### src/rtl/keypad_entry_ctrl_pkg.sv
// Shared types, scan-code constants, segment patterns and the key decoder
// for the keypad entry controller and its display decoder.
package keypad_pkg;

  typedef enum logic [1:0] {IDLE, ENTRY, FULL, DONE} state_e;

  typedef enum logic [1:0] {KEY_DIGIT, KEY_STAR, KEY_HASH, KEY_NONE} key_class_e;

  typedef struct packed {
    key_class_e kclass;
    logic [3:0] digit;
  } key_t;

  localparam logic [3:0] CODE_STAR = 4'd12;
  localparam logic [3:0] CODE_HASH = 4'd14;

  // Active-low {g,f,e,d,c,b,a}
  localparam logic [6:0] SEG_0     = 7'h40;
  localparam logic [6:0] SEG_1     = 7'h79;
  localparam logic [6:0] SEG_2     = 7'h24;
  localparam logic [6:0] SEG_3     = 7'h30;
  localparam logic [6:0] SEG_4     = 7'h19;
  localparam logic [6:0] SEG_5     = 7'h12;
  localparam logic [6:0] SEG_6     = 7'h02;
  localparam logic [6:0] SEG_7     = 7'h78;
  localparam logic [6:0] SEG_8     = 7'h00;
  localparam logic [6:0] SEG_9     = 7'h10;
  localparam logic [6:0] SEG_BLANK = 7'h7F;

  // Scanner code {row,col} to key class and BCD digit; column 3 is unpopulated.
  function automatic key_t key_decode(input logic [3:0] code);
    key_t k;
    k.kclass = KEY_DIGIT;
    k.digit  = 4'd0;
    case (code)
      4'd0:      k.digit = 4'd1;
      4'd1:      k.digit = 4'd2;
      4'd2:      k.digit = 4'd3;
      4'd4:      k.digit = 4'd4;
      4'd5:      k.digit = 4'd5;
      4'd6:      k.digit = 4'd6;
      4'd8:      k.digit = 4'd7;
      4'd9:      k.digit = 4'd8;
      4'd10:     k.digit = 4'd9;
      4'd13:     k.digit = 4'd0;
      CODE_STAR: k.kclass = KEY_STAR;
      CODE_HASH: k.kclass = KEY_HASH;
      default:   k.kclass = KEY_NONE;
    endcase
    return k;
  endfunction

endpackage

### src/rtl/keypad_entry_ctrl_if.sv
// Key-event input and display/result output bundle of the keypad entry controller.
interface keypad_entry_ctrl_if;
  logic [3:0]  key_code;
  logic        key_valid;
  logic [3:0]  an;
  logic [6:0]  seg;
  logic [15:0] value;
  logic        done;
  logic        err;

  modport master (
    output key_code, key_valid,
    input  an, seg, value, done, err
  );

  modport slave (
    input  key_code, key_valid,
    output an, seg, value, done, err
  );
endinterface

### src/rtl/keypad_entry_ctrl_seg7_decode.sv
// Combinational BCD to active-low 7-segment decoder; codes above 9 show blank.
module seg7_decode
  import keypad_pkg::*;
(
  input  logic [3:0] bcd,
  output logic [6:0] seg
);

  always_comb begin
    seg = SEG_BLANK;
    case (bcd)
      4'd0:    seg = SEG_0;
      4'd1:    seg = SEG_1;
      4'd2:    seg = SEG_2;
      4'd3:    seg = SEG_3;
      4'd4:    seg = SEG_4;
      4'd5:    seg = SEG_5;
      4'd6:    seg = SEG_6;
      4'd7:    seg = SEG_7;
      4'd8:    seg = SEG_8;
      4'd9:    seg = SEG_9;
      default: seg = SEG_BLANK;
    endcase
  end

endmodule

### src/rtl/keypad_entry_ctrl.sv
// Keypad numeric-entry sequencer: synchronizes scanner events, builds a BCD
// entry with clear/commit/timeout, and refreshes a 4-digit multiplexed display.
module keypad_entry_ctrl
  import keypad_pkg::*;
#(
  parameter int unsigned DIGITS        = 4,
  parameter int unsigned SCAN_DIV      = 4096,
  parameter int unsigned TIMEOUT_TICKS = 2000
) (
  input logic               clk4m,
  input logic               rst,
  keypad_entry_ctrl_if.slave bus
);

  localparam int unsigned SCAN_W = $clog2(SCAN_DIV);
  localparam int unsigned REF_W  = SCAN_W + 2;
  localparam int unsigned TO_W   = $clog2(TIMEOUT_TICKS + 1);
  localparam int unsigned CNT_W  = $clog2(DIGITS + 1);
  localparam int unsigned BUF_W  = 4 * DIGITS;

  logic [2:0] vsync;
  logic [3:0] csync1, csync2;
  logic       key_stb;

  // Synchronizer resets high so a key_valid level already present at reset
  // release is not mistaken for a fresh rising edge.
  always_ff @(posedge clk4m) begin
    if (rst) begin
      vsync  <= '1;
      csync1 <= '0;
      csync2 <= '0;
    end else begin
      vsync  <= {vsync[1:0], bus.key_valid};
      csync1 <= bus.key_code;
      csync2 <= csync1;
    end
  end

  assign key_stb = vsync[1] & ~vsync[2];

  logic [REF_W-1:0] refresh;
  logic             tick;
  logic [1:0]       pos;

  always_ff @(posedge clk4m) begin
    if (rst) refresh <= '0;
    else     refresh <= refresh + 1'b1;
  end

  assign tick = &refresh[SCAN_W-1:0];
  assign pos  = refresh[REF_W-1 -: 2];

  state_e           state, state_nxt;
  logic [BUF_W-1:0] entry_buf, buf_nxt;
  logic [CNT_W-1:0] count, count_nxt;
  logic [BUF_W-1:0] value_q, value_nxt;
  logic [TO_W-1:0]  tcnt, tcnt_nxt;
  logic             done_q, done_nxt;
  logic             err_q, err_nxt;
  key_t             key;

  always_ff @(posedge clk4m) begin
    if (rst) begin
      state     <= IDLE;
      entry_buf <= '0;
      count     <= '0;
      value_q   <= '0;
      tcnt      <= '0;
      done_q    <= 1'b0;
      err_q     <= 1'b0;
    end else begin
      state     <= state_nxt;
      entry_buf <= buf_nxt;
      count     <= count_nxt;
      value_q   <= value_nxt;
      tcnt      <= tcnt_nxt;
      done_q    <= done_nxt;
      err_q     <= err_nxt;
    end
  end

  always_comb begin
    key       = key_decode(csync2);
    state_nxt = state;
    buf_nxt   = entry_buf;
    count_nxt = count;
    value_nxt = value_q;
    tcnt_nxt  = tcnt;
    done_nxt  = 1'b0;
    err_nxt   = 1'b0;

    if (key_stb) begin
      // Any key restarts the inactivity timer, even if it also coincides with a tick.
      tcnt_nxt = '0;
      unique case (key.kclass)
        KEY_DIGIT: begin
          unique case (state)
            IDLE, DONE: begin
              buf_nxt   = {{(BUF_W-4){1'b0}}, key.digit};
              count_nxt = CNT_W'(1);
              state_nxt = ENTRY;
            end
            ENTRY: begin
              buf_nxt   = {entry_buf[BUF_W-5:0], key.digit};
              count_nxt = count + 1'b1;
              if (count == CNT_W'(DIGITS - 1)) state_nxt = FULL;
            end
            FULL: err_nxt = 1'b1;
          endcase
        end
        KEY_HASH: begin
          if (state == ENTRY || state == FULL) begin
            value_nxt = entry_buf;
            done_nxt  = 1'b1;
            state_nxt = DONE;
          end else begin
            err_nxt = 1'b1;
          end
        end
        KEY_STAR: begin
          buf_nxt   = '0;
          count_nxt = '0;
          state_nxt = IDLE;
        end
        KEY_NONE: ;
      endcase
    end else if (tick && (state == ENTRY || state == FULL)) begin
      if (tcnt == TO_W'(TIMEOUT_TICKS - 1)) begin
        buf_nxt   = '0;
        count_nxt = '0;
        tcnt_nxt  = '0;
        state_nxt = IDLE;
      end else begin
        tcnt_nxt = tcnt + 1'b1;
      end
    end

    if (state == IDLE || state == DONE) tcnt_nxt = '0;
  end

  logic [3:0] nib;
  logic [6:0] seg_c;
  logic [3:0] an_q;
  logic [6:0] seg_q;

  // Blank positions are forced to an out-of-range code, which the decoder blanks.
  always_comb begin
    nib = 4'hF;
    unique case (state)
      DONE: nib = value_q[{pos, 2'b00} +: 4];
      ENTRY, FULL: begin
        if (CNT_W'(pos) < count) nib = entry_buf[{pos, 2'b00} +: 4];
      end
      IDLE: nib = 4'hF;
    endcase
  end

  seg7_decode u_seg7_decode (
    .bcd (nib),
    .seg (seg_c)
  );

  always_ff @(posedge clk4m) begin
    if (rst) begin
      an_q  <= '1;
      seg_q <= SEG_BLANK;
    end else begin
      an_q  <= ~(4'b0001 << pos);
      seg_q <= seg_c;
    end
  end

  assign bus.an    = an_q;
  assign bus.seg   = seg_q;
  assign bus.value = value_q;
  assign bus.done  = done_q;
  assign bus.err   = err_q;

endmodule

### src/flat_wrapper.sv
// flat-port wrapper written by rule: the top's interface ports become plain ports
module keypad_entry_ctrl_flat import keypad_pkg::*;
#(
  parameter int unsigned DIGITS        = 4,
  parameter int unsigned SCAN_DIV      = 4096,
  parameter int unsigned TIMEOUT_TICKS = 2000
)
  (clk4m, rst, bus_key_code, bus_key_valid, bus_an, bus_seg, bus_value, bus_done, bus_err);
  keypad_entry_ctrl_if bus_i ();
  input logic clk4m;
  input logic rst;
  input wire logic [$bits(bus_i.key_code)-1:0] bus_key_code;
  input wire logic [$bits(bus_i.key_valid)-1:0] bus_key_valid;
  output wire logic [$bits(bus_i.an)-1:0] bus_an;
  output wire logic [$bits(bus_i.seg)-1:0] bus_seg;
  output wire logic [$bits(bus_i.value)-1:0] bus_value;
  output wire logic [$bits(bus_i.done)-1:0] bus_done;
  output wire logic [$bits(bus_i.err)-1:0] bus_err;
  assign bus_i.key_code = bus_key_code;
  assign bus_i.key_valid = bus_key_valid;
  assign bus_an = bus_i.an;
  assign bus_seg = bus_i.seg;
  assign bus_value = bus_i.value;
  assign bus_done = bus_i.done;
  assign bus_err = bus_i.err;
  keypad_entry_ctrl #(.DIGITS(DIGITS), .SCAN_DIV(SCAN_DIV), .TIMEOUT_TICKS(TIMEOUT_TICKS)) u_core (.clk4m(clk4m), .rst(rst), .bus(bus_i));
endmodule
### config.mk
export PLATFORM = sky130hd
export DESIGN_NAME = keypad_entry_ctrl_flat
export DESIGN_NICKNAME = d
export VERILOG_FILES = /design/src/rtl/keypad_entry_ctrl_pkg.sv /design/src/rtl/keypad_entry_ctrl_if.sv /design/src/rtl/keypad_entry_ctrl_seg7_decode.sv /design/src/rtl/keypad_entry_ctrl.sv /design/src/flat_wrapper.sv
export SDC_FILE = /design/constraint.sdc
export NUM_CORES = 1
export LEC_CHECK = 0
export ABC_AREA = 1
export CORE_UTILIZATION = 35
export CTS_BUF_LIST = sky130_fd_sc_hd__clkbuf_2
export DETAILED_ROUTE_END_ITERATION = 16
export GPL_ROUTABILITY_DRIVEN = 0
export PLACE_DENSITY = 0.63
export SLEW_MARGIN = 20
export SYNTH_ARGS = -nofsm -noshare
export SYNTH_HDL_FRONTEND = slang
export SYNTH_SLANG_ARGS = --single-unit
export TNS_END_PERCENT = 30
### constraint.sdc
create_clock -name clk4m -period 1.85 [get_ports clk4m]
set_clock_uncertainty 0.15 [all_clocks]
set_input_delay 0.2775 -clock clk4m [delete_from_list [all_inputs] [get_ports clk4m]]
set_output_delay 0.2775 -clock clk4m [all_outputs]
set_load 0.03 [all_outputs]
==> metrics.md, run 1 <==
| Metric | Value |
|---|---|
| Relative slew slack | `74.2%` |
| CTS Buf Count | `9` |
| Critical path type | `flop to flop` |
| Post-Synthesis Cells | `603` |
| CTS tree | `done` |
| Hold path endpoint | `u_core.csync1[3]` |
| Global-route wire length before repair | `18200 µm` |
| Crit start category | `flop` |
| Fin util | `51.4%` |
| P&R area growth vs syn | `40.9%` |
| Final setup viols | `44` |
| Via density | `4.85` |
| Synth Flop Type | `dfxtp_1` |
| DIE AREA | `12500 µm²` |
| Pleak | `2.56 nW` |
| Routed wire length | `11200 µm` |
| Worst setup EP type | `flop` |
| Slack of the critical path | `-0.193 ns` |
| Vias | `4241` |
| RSZ-0062 raised after global routing | `true` |
| Fmax | `0.489 GHz` |
| Number of flops mapped to enable cells by yosys | `0` |
| Hold Slack | `0.0592 ns` |
| Largest net degree at the start of global routing | `41` |
| Top cell type by total area after synthesis | `dfxtp_1` |
| Crit path DAT | `2.41 ns` |
| Period utilization | `110%` |
| Pwr per Cell Area | `552 nW/µm²` |
| Hold Fails Final Rpt | `0` |
| Post-Layout Inst Area | `5950 µm²` |
| Slowest CP cell | `dfxtp_2` |
| Placed cells | `831` |
| Failing checks | `design-rule violations, negative setup slack` |
| Ant. Diodes | `0` |
| Most instantiated library cell after synthesis | `nand2_1` |
| Worst R2R End | `u_core.entry_buf[10]` |
| Die Width | `112 µm` |
| Placed wire-length estimate | `7360 µm` |
| Synth Cell Area | `4220 µm²` |
| Clock sink count | `86` |
| # IOs | `36` |
| H-Tree Depth | `3` |
| Synth async-reset ratio | `0%` |
| Routed WL per cell | `12.8 µm` |
| Port-buffer cells | `35` |
| Worst stage delay on the critical path | `0.38 ns` |
| Count of different cell masters after synthesis | `36` |
| Placed Area | `5250 µm²` |
| Hold-critical path depth | `3` |
| R2R setup slack | `-0.19 ns` |
| FF-to-FF Start | `u_core.csync2[0]` |
| Top post-synthesis cells by area | `dfxtp_1 41%, nand2_1 13%, nor2_1 10%` |
| Top cells by count, synth | `142 x nand2_1, 114 x nor2_1, 86 x dfxtp_1` |
| Worst hold path class | `input port to flop` |
| First-pass DRT Iterations | `13` |
| Outcome | `finished with violations` |
| Core ar. | `11600 µm²` |
| Root buf cell | `clkbuf_2` |
| Cell Count, Final, Fillers Out | `874` |
| Bufs on Longest Clock Path | `2` |
| R2r worst-path depth | `14` |
| Syn Area/Cell | `7.00 µm²` |
| # fillers | `1108` |
| Number of global-route vias before repair | `4030` |
| Share of the synthesized area in the top cell type | `40.8%` |
| CTS clk-pin slew, worst paths | `0.24 ns` |
| # rows | `39` |
| Post-route ant nets | `0` |
| Initial DRC Count | `248` |
| Max Cap Viol | `0` |
| Max IR drop VDD | `0.000316 V` |
| Clock insertion delay at the later pin of the skew report | `0.57 ns` |
| Syn. warnings | `0` |
| Layout Nets | `750` |
| Slew Viols, Final | `0` |
| Overall power after layout | `3.28 mW` |
| GR Util All Layers | `17.9%` |
| Fin crit period | `2.04 ns` |
| Grt ovf | `0` |
| CP Cell Sequence | `buf_4 -> nor2_4 -> nand2_2 -> ha_4 -> inv_2 -> nand2_4 -> nand2_4 -> nand2_4 -> o21ai_4 -> nand2_4 -> buf_16 -> nand3_1 -> nand2_1 -> nor2_1` |
| Setup_tns | `-5.23 ns` |
| Starting Density | `36.5%` |
| Remaining DRCs | `4` |
| Synth Register Bits | `86` |
| Required @ worst endpoint | `2.22 ns` |
| DP Worst Slack | `-0.210 ns` |
| Seq/Total Area, Yosys | `40.8%` |
| Die Y-Extent | `112 µm` |
| Critical Path Most Common Cell | `nand2_4` |
| Least-Margin Pin Slew | `0.386 ns` |
| Hold wc startpoint | `bus_key_code[3]` |
| Initial antenna violation count | `0` |
| Post-synthesis net count | `627` |
| Layout cell share with drive strength beyond 1 | `34.6%` |
| Worst Path Max Fanout | `9` |
power breakdown:
group | total (mW) | switching (mW) | internal (mW)
Clock | 0.977 | 0.666 | 0.311
Combinational | 0.383 | 0.208 | 0.175
Sequential | 1.92 | 0.0272 | 1.89
worst max-delay path, delay by kind of cell (launching register included):
| family | cells | cell delay (ns) |
|---|---|---|
| buf+inv | 3 | 0.35 |
| flops | 1 | 0.38 |
| simple gates | 9 | 0.76 |
| fa+ha+maj | 1 | 0.17 |
| compound gates | 1 | 0.20 |
cells in the final DEF, fill, tap and decap left out, types with 9 or more instances in the layout:
cell,instances
nand2_1,121
inv_1,46
nand2_2,22
dfxtp_2,9
nor2_2,20
ha_1,9
nor2_4,14
buf_6,15
dlygate4sd2_1,10
nor2_1,91
inv_2,14
o21ai_0,24
dfxtp_1,74
nand3_1,40
nand3_2,10
clkbuf_2,25
buf_4,72
a21oi_1,21
kinds of logic (layout without fill, tap and decap cells):
logic type	Yosys count	in the layout	synth area share, %
simple gates	352	352	36.5
xor+xnor	2	2	0.415
buf+inv	82	210	8.18
fa+ha+maj	17	17	5.04
compound gates	64	64	9.13
flops	86	86	40.8
state kept, by name, indices dropped and copies added, names as in the netlist:
register,flops
u_core.csync2,4
u_core.tcnt,11
u_core.bus.seg,7
u_core.state,2
u_core.bus.value,16
u_core.entry_buf,16
u_core.bus.an,4
u_core.count,3
u_core.bus.done,1
u_core.refresh,14
u_core.vsync,3
u_core.bus.err,1
u_core.csync1,4
per-layer routing:
metal | up-vias | global-route usage, % | wire length (µm)
li1 | 2158 | - | -
met5 | - | 0 | 0
met1 | 1945 | 22.8 | 5010
met2 | 111 | 29.4 | 5340
met3 | 27 | 3.81 | 550
met4 | 0 | 7.66 | 255
final cells by class:
| class | count | area, µm² | area share (%) |
|---|---|---|---|
| multi-input cells | 435 | 2530 | 42.5 |
| clock buffers | 10 | 50.0 | 0.841 |
| inverters | 65 | 260 | 4.37 |
| repair buffers | 129 | 1130 | 18.9 |
| well taps | 143 | 179 | 3.01 |
| clock inverters | 6 | 62.6 | 1.05 |
| flip-flops and latches | 86 | 1740 | 29.3 |
repair_timing:
| action | CTS | global route |
|---|---|---|
| gates resized for setup | 64 | 127 |
| hold buffers | 0 | 0 |
| setup endpoints to repair | 75 | 73 |
| buffers inserted | 12 | 14 |
| gates cloned | 4 | 2 |
| pin swaps | 20 | 52 |
worst max path at each step:
stage / start / endpoint / cells past startpoint
final: u_core.csync2[0] / u_core.entry_buf[10] / 14
after global routing: u_core.csync2[0] / u_core.entry_buf[14] / 13
after CTS: u_core.csync2[0] / u_core.entry_buf[14] / 15
after detailed placement: u_core.csync2[0] / u_core.entry_buf[9] / 14
after global placement: u_core.refresh[12] / u_core.bus.seg[3] / 13
after floorplan: u_core.refresh[13] / u_core.bus.seg[3] / 13
No activity file was read; power rests on OpenSTA's default activity.
==> inputs of run 2 (changes only) <==
- CELL_PAD_IN_SITES_DETAIL_PLACEMENT: not set -> 1
- CELL_PAD_IN_SITES_GLOBAL_PLACEMENT: not set -> 2
- CORE_UTILIZATION: 35 -> 31
- PLACE_DENSITY: 0.63 -> 0.87
==> run 2 against run 1 <==
Against the previous run: the flow finishes with violations (negative setup slack); non-clock buffer count is 10 higher; global-route usage is 1.5 points higher; clock-buffer cell count stayed put; die area is 13% higher; wire length is 22% higher; worst setup slack worse by 0.069 ns; final cell count is 4.9% higher; clock power is 18% higher; sequential power hardly changed; core utilization is 4.2 points lower; combinational power is 6.3% higher.
==> metrics.md, run 2 (synthesis results as in run 1) <==
| Metric | Value |
|---|---|
| Required @ worst endpoint | `2.22 ns (about the same)` |
| Initial DRC Count | `192 (-23%)` |
| Fin crit period | `2.11 ns (+0.0693 ns)` |
| Crit path DAT | `2.49 ns (+0.08 ns)` |
| Fmax | `0.473 GHz (-3.3%)` |
| Critical path type | `flop to flop` |
| Commonest non-fill, non-tap cell in the layout | `nand2_1` |
| P&R area growth vs syn | `48.1%` |
| Failing checks | `negative setup slack` |
| Worst hold path class | `input port to flop` |
| Relative slew slack | `75.5% (+1.3 points)` |
| # IOs | `36 (unchanged)` |
| Grt ovf | `0 (unchanged)` |
| Fin util | `47.2% (-4.2 points)` |
| Slew Viols, Final | `0 (unchanged)` |
| Placed cells | `877 (+5.5%)` |
| Global-route wire length before repair | `21700 µm (+19%)` |
| Worst Path Max Fanout | `5 (-4)` |
| Final setup viols | `44 (unchanged)` |
| CTS clk-pin slew, worst paths | `0.26 ns (+0.02 ns)` |
| Max IR drop VDD | `0.000255 V (-19%)` |
| Cell Count, Final, Fillers Out | `917 (+4.9%)` |
| Pleak | `2.64 nW (+3.0%)` |
| Routed wire length | `13600 µm (+22%)` |
| Starting Density | `31.9% (-4.6 points)` |
| Pwr per Cell Area | `556 nW/µm² (+0.80%)` |
| Hold Fails Final Rpt | `0 (unchanged)` |
| Via density | `4.76 (-1.8%)` |
| GR Util All Layers | `19.5% (+1.5 points)` |
| Overall power after layout | `3.48 mW (+5.9%)` |
| CTS Buf Count | `9 (unchanged)` |
| Die Width | `119 µm (+6.1%)` |
| Ant. Diodes | `0 (unchanged)` |
| # fillers | `1649 (+49%)` |
| First-pass DRT Iterations | `4 (-9)` |
| Remaining DRCs | `0 (-4)` |
| Most frequent cells in the layout | `122 x nand2_1, 91 x nor2_1, 78 x buf_4` |
| Die Y-Extent | `119 µm (+6.1%)` |
| Number of global-route vias before repair | `4561 (+13%)` |
| Core ar. | `13200 µm² (+15%)` |
| CTS tree | `done` |
| Port-buffer cells | `35 (unchanged)` |
| H-Tree Depth | `3 (unchanged)` |
| Post-route ant nets | `0 (unchanged)` |
| Root buf cell | `clkbuf_2` |
| Clock sink count | `86 (unchanged)` |
| Layout Nets | `760 (+1.3%)` |
| Placed wire-length estimate | `9260 µm (+26%)` |
| Least-Margin Pin Slew | `0.367 ns (-0.0197 ns)` |
| Initial antenna violation count | `0 (unchanged)` |
| Outcome | `finished with violations` |
| # rows | `42 (+7.7%)` |
| Clock insertion delay at the later pin of the skew report | `0.61 ns (+0.04 ns)` |
| RSZ-0062 raised after global routing | `true` |
| Period utilization | `114% (+3.7 points)` |
| DIE AREA | `14100 µm² (+13%)` |
| Layout cell share with drive strength beyond 1 | `37.4% (+2.8 points)` |
| Routed WL per cell | `14.8 µm (+16%)` |
| Slack of the critical path | `-0.263 ns (-0.0693 ns)` |
| Bufs on Longest Clock Path | `2 (unchanged)` |
| Largest net degree at the start of global routing | `30 (-27%)` |
| Crit start category | `flop` |
| Max Cap Viol | `0 (unchanged)` |
| Worst setup EP type | `flop` |
| Vias | `4369 (+3.0%)` |
-- run 2: cell count changes in the layout (fill, tap and decap cells not counted), sizes merged, moves of 2 or more --
| cell | before | now |
|---|---|---|
| buf | 93 | 98 |
| clkbuf | 26 | 17 |
| clkdlybuf4s15 | 4 | 22 |
| clkinv | 3 | 1 |
| dlygate4sd2 | 10 | 2 |
| dlygate4sd3 | 0 | 4 |
-- run 2: layout make-up --
class	count	area, µm²	area share, %
multi-input cells	435	2590	41.4
clock inverters	6	86.3	1.38
flip-flops and latches	86	1750	28.1
well taps	176	220	3.52
clock buffers	10	50.0	0.801
inverters	65	256	4.10
repair buffers	139	1300	20.8
-- run 2: path summary, 6_finish.rpt --
path | start | cells after the start | slack (ns) | end
hold / removal | bus_key_valid | 2 | 0.07 | u_core.vsync[0]
setup reg to reg | u_core.refresh[13] | 12 | -0.26 | u_core.bus.seg[3]
setup / recovery | u_core.refresh[13] | 12 | -0.26 | u_core.bus.seg[3]
hold reg to reg | u_core.csync1[3] | 2 | 0.26 | u_core.csync2[3]
-- run 2: what timing repair did --
action | 4_1_cts | 5_1_grt
hold endpoints to repair | 4 | 0
hold buffers | 4 | 0
setup endpoints to repair | 70 | 73
pin swaps | 38 | 34
buffers inserted | 7 | 8
cloned | 1 | 4
resized for setup | 105 | 99
-- run 2: layer usage --
metal,vias to the layer above,part of all wire [%],track usage (%)
met5,-,0,0
met4,0,2.0,6.72
met3,23,2.9,3.86
met2,57,51,34.4
met1,2106,44,23.3
li1,2183,-,-
-- run 2: where the power goes --
part / switching [mW] / internal [mW] / total [mW]
Clock: 0.703 / 0.445 / 1.15
Sequential: 0.0247 / 1.90 / 1.92
Combinational: 0.227 / 0.180 / 0.407
Total: 0.955 / 2.52 / 3.48
-- run 2: worst max-delay path, cell delays in order, from the launching register on --
cell,delay (ns)
dfxtp_4,0.47
buf_12,0.15
nor2_4,0.05
buf_4,0.14
buf_6,0.11
a21oi_2,0.10
nand4_1,0.13
nand2_2,0.13
inv_4,0.06
ha_4,0.20
nand3b_1,0.18
nand3_1,0.11
nand2_1,0.05
-- run 2: stage by stage --
stage	worst slack, ns	cell area, µm²	hold WS, ns	TNS, ns
after floorplan	-0.0386	4300	0.221	-0.0581
after global placement	-0.160	5400	0.233	-2.24
after detailed placement	-0.231	5400	0.243	-4.45
after CTS	-0.225	5800	0.0151	-2.09
after global routing	-0.384	6250	0.0422	-9.50
final	-0.263	6250	0.0657	-4.59
